**config.mk**
```make
export PLATFORM = sky130hd
export DESIGN_NAME = uart_tx_tick_flat
export DESIGN_NICKNAME = d
export VERILOG_FILES = /design/src/rtl/uart_pkg.sv /design/src/rtl/uart_tx_tick_if.sv /design/src/rtl/uart_tx_tick.sv /design/src/flat_wrapper.sv
export SDC_FILE = /design/constraint.sdc
export NUM_CORES = 1
export LEC_CHECK = 0
export CAP_MARGIN = 20
export CORE_MARGIN = 3
export CORE_UTILIZATION = 25
export CTS_CLUSTER_DIAMETER = 150
export CTS_CLUSTER_SIZE = 20
export DETAILED_ROUTE_END_ITERATION = 6
export REMOVE_ABC_BUFFERS = 1
export SLEW_MARGIN = 10
export SYNTH_ARGS = -nofsm -noshare
export SYNTH_HDL_FRONTEND = slang
export SYNTH_SLANG_ARGS = --single-unit
```
**constraint.sdc**
```tcl
create_clock -name CLK -period 1.7 [get_ports CLK]
set_input_delay 0.34 -clock CLK [delete_from_list [all_inputs] [get_ports CLK]]
set_output_delay 0.34 -clock CLK [all_outputs]
set_load 0.01 [all_outputs]
```
**src/rtl/uart_pkg.sv**
```systemverilog
// Shared UART definitions: state encoding, default frame geometry and a
// width helper for the oversampling counters. Also used by the receiver.
package uart_pkg;

  // State encoding is fixed; the receiver and any debug taps rely on it.
  typedef enum logic [1:0] {
    IDLE  = 2'b00,
    START = 2'b01,
    DATA  = 2'b10,
    STOP  = 2'b11
  } uart_state_t;

  localparam int NUM_TICKS          = 16;  // TICK pulses per bit period
  localparam int DATA_BITS_DEFAULT  = 8;   // payload bits per frame
  localparam int STOP_TICKS_DEFAULT = 16;  // one stop bit

  // Counter width that can hold 0..max(a,b)-1, never narrower than 1 bit.
  function automatic int cnt_w(input int a, input int b);
    int m;
    m = (a > b) ? a : b;
    return (m > 2) ? $clog2(m) : 1;
  endfunction

endpackage

```
**src/rtl/uart_tx_tick_if.sv**
```systemverilog
// Host-side handshake of the tick-driven UART transmitter.
interface uart_tx_tick_if #(
  parameter int DATA_BITS = uart_pkg::DATA_BITS_DEFAULT
);
  logic                 tx_start;
  logic [DATA_BITS-1:0] din;
  logic                 tx;
  logic                 busy;
  logic                 tx_done_tick;

  // Host / echo logic side.
  modport master (
    output tx_start, din,
    input  tx, busy, tx_done_tick
  );

  // Transmitter side.
  modport slave (
    input  tx_start, din,
    output tx, busy, tx_done_tick
  );
endinterface

```
**src/rtl/uart_tx_tick.sv**
```systemverilog
// 8N1-style UART transmitter paced purely by the 16x baud TICK.
// The frame is serialized LSB first; every output is registered.
module uart_tx_tick #(
  parameter int DATA_BITS  = uart_pkg::DATA_BITS_DEFAULT,
  parameter int NUM_TICKS  = uart_pkg::NUM_TICKS,
  parameter int STOP_TICKS = uart_pkg::STOP_TICKS_DEFAULT
) (
  input  logic           CLK,
  input  logic           reset,
  input  logic           TICK,
  uart_tx_tick_if.slave  bus
);
  import uart_pkg::*;

  localparam int SW = cnt_w(NUM_TICKS, STOP_TICKS);
  localparam int NW = cnt_w(DATA_BITS, 1);

  localparam logic [SW-1:0] S_BIT_END  = SW'(NUM_TICKS - 1);
  localparam logic [SW-1:0] S_STOP_END = SW'(STOP_TICKS - 1);
  localparam logic [NW-1:0] N_LAST     = NW'(DATA_BITS - 1);

  uart_state_t          state_q, state_d;
  logic [SW-1:0]        s_q, s_d;
  logic [NW-1:0]        n_q, n_d;
  logic [DATA_BITS-1:0] sh_q, sh_d;
  logic                 tx_q, tx_d;
  logic                 busy_q, busy_d;
  logic                 done_q, done_d;

  // State and datapath registers; reset drives the line high at once.
  always_ff @(posedge CLK) begin
    if (reset) begin
      state_q <= IDLE;
      s_q     <= '0;
      n_q     <= '0;
      sh_q    <= '0;
      tx_q    <= 1'b1;
      busy_q  <= 1'b0;
      done_q  <= 1'b0;
    end else begin
      state_q <= state_d;
      s_q     <= s_d;
      n_q     <= n_d;
      sh_q    <= sh_d;
      tx_q    <= tx_d;
      busy_q  <= busy_d;
      done_q  <= done_d;
    end
  end

  // Next-state and registered-output logic; without TICK nothing advances.
  always_comb begin
    state_d = state_q;
    s_d     = s_q;
    n_d     = n_q;
    sh_d    = sh_q;
    tx_d    = tx_q;
    busy_d  = busy_q;
    done_d  = 1'b0;
    case (state_q)
      IDLE: begin
        tx_d   = 1'b1;
        busy_d = 1'b0;
        if (bus.tx_start) begin
          // A TICK in this cycle is deliberately not counted.
          sh_d    = bus.din;
          s_d     = '0;
          state_d = START;
          tx_d    = 1'b0;
          busy_d  = 1'b1;
        end
      end
      START: begin
        if (TICK) begin
          if (s_q == S_BIT_END) begin
            s_d     = '0;
            n_d     = '0;
            state_d = DATA;
            tx_d    = sh_q[0];
          end else begin
            s_d = s_q + 1'b1;
          end
        end
      end
      DATA: begin
        if (TICK) begin
          if (s_q == S_BIT_END) begin
            s_d  = '0;
            sh_d = sh_q >> 1;
            if (n_q == N_LAST) begin
              state_d = STOP;
              tx_d    = 1'b1;
            end else begin
              n_d  = n_q + 1'b1;
              tx_d = sh_q[1];
            end
          end else begin
            s_d = s_q + 1'b1;
          end
        end
      end
      STOP: begin
        if (TICK) begin
          if (s_q == S_STOP_END) begin
            s_d     = '0;
            state_d = IDLE;
            busy_d  = 1'b0;
            done_d  = 1'b1;
          end else begin
            s_d = s_q + 1'b1;
          end
        end
      end
      default: state_d = IDLE;
    endcase
  end

  assign bus.tx           = tx_q;
  assign bus.busy         = busy_q;
  assign bus.tx_done_tick = done_q;

endmodule

```
**src/flat_wrapper.sv**
```systemverilog
// flat-port wrapper written by rule: the top's interface ports become plain ports
module uart_tx_tick_flat import uart_pkg::*;
#(
  parameter int DATA_BITS  = uart_pkg::DATA_BITS_DEFAULT,
  parameter int NUM_TICKS  = uart_pkg::NUM_TICKS,
  parameter int STOP_TICKS = uart_pkg::STOP_TICKS_DEFAULT
)
  (CLK, reset, TICK, bus_tx_start, bus_din, bus_tx, bus_busy, bus_tx_done_tick);
  uart_tx_tick_if #(.DATA_BITS(DATA_BITS)) bus_i ();
  input  logic CLK;
  input  logic reset;
  input  logic TICK;
  input wire logic [$bits(bus_i.tx_start)-1:0] bus_tx_start;
  input wire logic [$bits(bus_i.din)-1:0] bus_din;
  output wire logic [$bits(bus_i.tx)-1:0] bus_tx;
  output wire logic [$bits(bus_i.busy)-1:0] bus_busy;
  output wire logic [$bits(bus_i.tx_done_tick)-1:0] bus_tx_done_tick;
  assign bus_i.tx_start = bus_tx_start;
  assign bus_i.din = bus_din;
  assign bus_tx = bus_i.tx;
  assign bus_busy = bus_i.busy;
  assign bus_tx_done_tick = bus_i.tx_done_tick;
  uart_tx_tick #(.DATA_BITS(DATA_BITS), .NUM_TICKS(NUM_TICKS), .STOP_TICKS(STOP_TICKS)) u_core (.CLK(CLK), .reset(reset), .TICK(TICK), .bus(bus_i));
endmodule
```
# ---- Yosys cells after proc, flatten, opt, wreduce, memory -nomap -nowiden
# Cells that the tools add are included.
dict set report op_classes {
  mux 35
  eq_ne 15
  n_addsub 2
  n_reduce_logical 13
  n_bitwise 2
}
# cell count
set op_table {}
lappend op_table {{$mux W8} 3}
lappend op_table {{$mux W2} 8}
lappend op_table {{$pmux W8 S2} 1}
lappend op_table {{$mux W3} 5}
lappend op_table {{$mux W4} 3}
lappend op_table {{$mux W1} 10}
lappend op_table {{$ne A2 B1 Y1 const B} 5}
lappend op_table {{$ne A2 B2 Y1 const B} 5}
lappend op_table {{$pmux W2 S4} 1}
lappend op_table {{$pmux W4 S2} 1}
lappend op_table {{$reduce_and A8 Y1} 1}
lappend op_table {{$pmux W3 S2} 1}
lappend op_table {{$reduce_and A6 Y1} 1}
lappend op_table {{$reduce_bool A2 Y1} 3}
lappend op_table {{$reduce_or A3 Y1} 2}
lappend op_table {{$reduce_and A5 Y1} 1}
lappend op_table {{$add A4 B1 Y4 const B} 1}
lappend op_table {{$eq A2 B2 Y1 const B} 2}
lappend op_table {{$eq A4 B4 Y1 const B} 1}
lappend op_table {{$reduce_and A4 Y1} 1}
lappend op_table {{$add A3 B1 Y3 const B} 1}
lappend op_table {{$eq A3 B3 Y1 const B} 1}
lappend op_table {{$pmux W1 S3} 1}
lappend op_table {{$reduce_and A3 Y1} 1}
lappend op_table {{other kinds (6)} 7}
dict set report totals {
  register_bits 20
  out_inout_bits 3
  wordCells 74
}

# ---- Logic depth before layout (Yosys ltp)
dict set report logic_depth {
  word_depth 5
  mapped_depth 7
}

# ---- Worst setup path before layout
# No wires, ideal clock.
dict set report synth_timing {
  path_kind {register to register}
  startpoint {register u_core.state_q[0]}
  endpoint {register u_core.sh_q[4]}
  arrival_time_ps 1732
  slack_ps -111
  required_time_ps 1621
  synth_period_minus_slack_ps 1811
  path_stages_with_launch 8
  setup_time_ps 79
  path_cell_list {dfxtp_1 > inv_1 > ha_1 > nor2b_1 > a2111oi_4 > buf_6 > nor2_1 > a211oi_2}
}
dict set report synth_via {
  elab_chain_len 3
}
# item line_no
set synth_lines {}
lappend synth_lines {{from (decl)} uart_tx_tick.sv:22} ;# uart_state_t state_q, state_d;
lappend synth_lines {{from (signal assigned)} uart_tx_tick.sv:41} ;# state_q <= state_d;
lappend synth_lines {{$eq A2 B2 Y1 / $logic_not A2 Y1 (equally long branches)} uart_tx_tick.sv:60} ;# case (state_q)
lappend synth_lines {{$ne A2 B1 Y1 (no line), or another cell as far along} --}
lappend synth_lines {{$reduce_and A4 Y1 (no line)} --}
lappend synth_lines {{to (signal assigned)} uart_tx_tick.sv:36} ;# sh_q <= '0;
lappend synth_lines {{to (signal assigned)} uart_tx_tick.sv:44} ;# sh_q <= sh_d;
lappend synth_lines {{to (decl)} uart_tx_tick.sv:25} ;# logic [DATA_BITS-1:0] sh_q, sh_d;
# Parallel ways exist; a longest one is shown, timed or not.
# A chain may end at the register's enable or synchronous reset.

# ---- Final worst setup path
dict set report layout_timing {
  startpoint {register u_core.state_q[0]}
  endpoint {register u_core.tx_q, in the netlist u_core.bus.tx}
}
dict set report layout_via {
  elab_chain_len 3
}
# item line_no
set layout_lines {}
lappend layout_lines {{$eq A2 B2 Y1, or another cell as far along} uart_tx_tick.sv:60}
lappend layout_lines {{$ne A2 B1 Y1 (no line), or another cell as far along} --}
lappend layout_lines {{$reduce_and A5 Y1 (no line)} --}
lappend layout_lines {{to (signal assigned)} uart_tx_tick.sv:45} ;# tx_q <= tx_d;
lappend layout_lines {{to (decl)} uart_tx_tick.sv:26} ;# logic tx_q, tx_d;
# Parallel ways exist; a longest one is shown, timed or not.

==> impl_metrics.tcl <==
set metrics [dict create \
    routed_wire_length_per_instance_um 12.25 \
    critical_path.max_fanout 4 \
    synth-async-reset-ratio_pct 0 \
    path_clk_slew_ns 0.08 \
    timing.hold.worst_path_depth 3 \
    area_overhead_of_the_layout_relative_to_synthesis_pct 45.61 \
    total_die_area_mm2 0.005531 \
    place.detailed.hpwl_um 2095 \
    start_kind "flip-flop" \
    cp_data_required_time_ns 1.84 \
    drive_above_1_share_pct 30.11 \
    number_of_drc_violations_after_detailed_routing 0 \
    critical_path.cell_chain "buf_4 > ha_1 > o21bai_1 > o21ai_1 > buf_4 > o311ai_0" \
    worst_slack_ns 0.05446 \
    synth_top_cells_by_area "sky130_fd_sc_hd__dfxtp_1, sky130_fd_sc_hd__ha_1, sky130_fd_sc_hd__mux2i_1, sky130_fd_sc_hd__nor2_1, sky130_fd_sc_hd__o21ai_0" \
    crit_family "compound AO/OA/AOI/OAI gates" \
    setup.worst_path.end_class "flip-flop" \
    antenna_violating_nets_post_route 0 \
    hold_viol 0 \
    root_buffer "sky130_fd_sc_hd__clkbuf_8" \
    cp.buffers_inverters 2 \
    num-fill-cells 459 \
    setup.worst_path.class "flip-flop to flip-flop" \
    dp_worst_setup_slack_ns -0.2649 \
    worst_slew_pin_slew_ns 0.3897 \
    synth_ff_type "sky130_fd_sc_hd__dfxtp_1" \
    timing.hold.ws_ns 0.4421 \
    crit-reg2reg-capture "u_core.bus.tx" \
    worstSkewPairLatency_ns 0.26 \
    design.final.nets 201 \
    globalRouteOverflowTotal 0 \
    worst_slew_margin_rel_pct 73.75 \
    critical_path.max_stage_delay_ns 0.33 \
    synth_area_per_cell_um2 8.921 \
    antenna_cells_inserted 0 \
    hold-path-endpoint "u_core.bus.tx_done_tick" \
    num_cts_buffers 3 \
    core-area_mm2 0.004444 \
    postRouteWirelength_um 2794 \
    number_of_vias_per_cell_after_detailed_routing 4.864 \
    first_global_vias 1092 \
    postSynthCellCount 131 \
    critical_path_data_arrival_time_ns 1.79 \
    synth.cell_area_mm2 0.001169 \
    die_width_um 74.37 \
    ioPinCount 15 \
    finish.cell_count_without_fillers 228 \
    design_area_mm2 0.001702 \
    layout_min_cycle_time_ns 1.646 \
    final-setup-viol-count 0 \
    dpl.cell_count 218 \
    antenna_violations_before_repair 0 \
    synthDominantAreaCellType "sky130_fd_sc_hd__dfxtp_1" \
    crit_top_cell "sky130_fd_sc_hd__buf_4" \
    dr_total_vias 1109 \
    routabilityCongestion 0.7787 \
    placementRows 24 \
    drv_slew 0 \
    fp.dieH_um 74.37 \
    r2r_setup_slack_ns 0.05 \
    power_density_mw_per_mm2 1599 \
    timing.rr.start "u_core.state_q[0]" \
    post_place_cell_area_mm2 0.001541 \
    ff2ff_path_depth 6 \
    cts_max_path_buffers 2 \
    drt_pass1_iterations 4 \
    highest_achievable_clock_rate_mhz 607.7 \
    area_used_by_multi_input_combinational_logic_um2 760.7 \
    synth_seq_cells 20 \
    synth-seq-area-share_pct 34.26 \
    run_status "finished clean" \
    synth.lib_cells_used.distinct 36 \
    cts.htree.levels 1 \
    ir_drop_mv 0.5834 \
    min_period_over_period_pct 96.80 \
    grt_first_pass_wirelength_um 4864 \
    initial_standard_cell_utilization_of_the_core_pct 26.30 \
    tritoncts_clock_tree "done" \
    drt_first_iter_violations 38 \
    placement.io_buffers 14 \
    p_leak_uw 0.0006850 \
    synth_edf_count 0 \
    synth-warning-count 0 \
    synth_top_area_share_pct 34.26 \
    cts.sinks 20 \
    hold_start "TICK" \
    critical_path.slowest_cell "sky130_fd_sc_hd__dfxtp_2" \
    final_skew_ns 0.0007958 \
    maxCapViolations 0 \
    grt_max_degree 11 \
    worst_hold_path_type "primary input to flip-flop" \
    flip_flop_and_latch_area_um2 405.4 \
    grt_util_all_layers_pct 11.26 \
]
final cells by class:
type | instances | area share, %
well taps | 52 | 3.824
inverters | 6 | 1.471
flip-flops and latches | 20 | 23.82
clock buffers | 3 | 2.426
repair buffers | 48 | 23.75
multi-input cells | 99 | 44.71
worst max path at each step:
stage | startpoint | endpoint | slack, ns | cells after the start
6_report | u_core.state_q[0] | u_core.bus.tx | 0.05 | 6
5_1_grt | u_core.state_q[0] | u_core.state_q[0] | -0.02 | 7
4_1_cts | bus_tx_start | u_core.s_q[3] | -0.006 | 5
3_5_place_dp | TICK | u_core.sh_q[6] | -0.26 | 6
3_3_place_gp | TICK | u_core.sh_q[3] | -0.22 | 6
2_1_floorplan | u_core.state_q[0] | u_core.sh_q[4] | -0.46 | 6
through the flow:
stage	TNS [ns]	utilization, %	power [µW]
2_1_floorplan	-3.838	-	1445
3_3_place_gp	-2.692	34.68	2005
3_5_place_dp	-2.730	34.68	2026
4_1_cts	-0.006251	37.02	2589
5_1_grt	-0.02028	38.29	2941
6_report	0	38.29	2720
state kept, by name, indices dropped and copies added (netlist names):
register                 flops
u_core.sh_q                  8
u_core.s_q                   4
u_core.n_q                   3
u_core.state_q               2
u_core.bus.busy              1
u_core.bus.tx                1
u_core.bus.tx_done_tick      1
cells in the final DEF, fill, tap and decap left out, drive strengths merged, types with 2 or more instances in the layout:
cell type and count:
buf 34, nor2b 3, o211ai 2, dlymetal6s2s 2
o21ai 10, mux2i 8, dfxtp 20, inv 6
clkdlybuf4s50 12, a21oi 8, nand2 8, nand2b 2
nand4 2, a211oi 8, nor3 2, nor2 14
clkbuf 3, ha 11, nand3 5, a22oi 2
cell families (layout without fill, tap and decap cells):
family	Yosys count	count (layout)	synth area share, %
AND/OR/NAND/NOR	42	42	18.20
multiplexers	8	8	6.853
AO/OA/AOI/OAI	38	38	23.98
flip-flops	20	20	34.26
adder cells (fa/ha/maj)	11	11	11.78
buffers and inverters	12	57	4.925
repair_timing:
action                     in CTS  in global routing
setup endpoints to repair      10                 13
hold buffers                    0                  0
setup buffers                   4                  3
gates resized for setup        11                 10
pin swaps                       1                  7
metal layers:
metal	track usage, %	vias to the layer above	wire, µm	part of all wire [%]
li1	-	571	-	-
met1	14.98	519	1354	48
met2	17.37	15	1336	48
met3	2.568	4	73	2.6
met4	4.941	0	29	1.0
met5	0	-	0	0
Yosys cell counts (all sizes together), types with 3 or more instances:
master and number:
a211oi 8, a21oi 8, clkbuf 4, dfxtp 20, ha 11, inv 6
mux2i 8, nand2 8, nand3 5, nor2 14, nor2b 3, o21ai 10
where the power goes:
group / internal, µW / leakage (µW) / switching [µW]
Combinational: 935 / 0.000498 / 800
Clock: 158 / 0.0000216 / 163
Sequential: 597 / 0.000165 / 67.2
worst register-to-register path: cells and delay by family (launching register included):
family                   cells  cell delay [ns]
flip-flops                   1             0.33
AO/OA/AOI/OAI                3             0.68
buffers and inverters        2             0.32
adder cells (fa/ha/maj)      1             0.21
No activity file was read; power rests on OpenSTA's default activity.
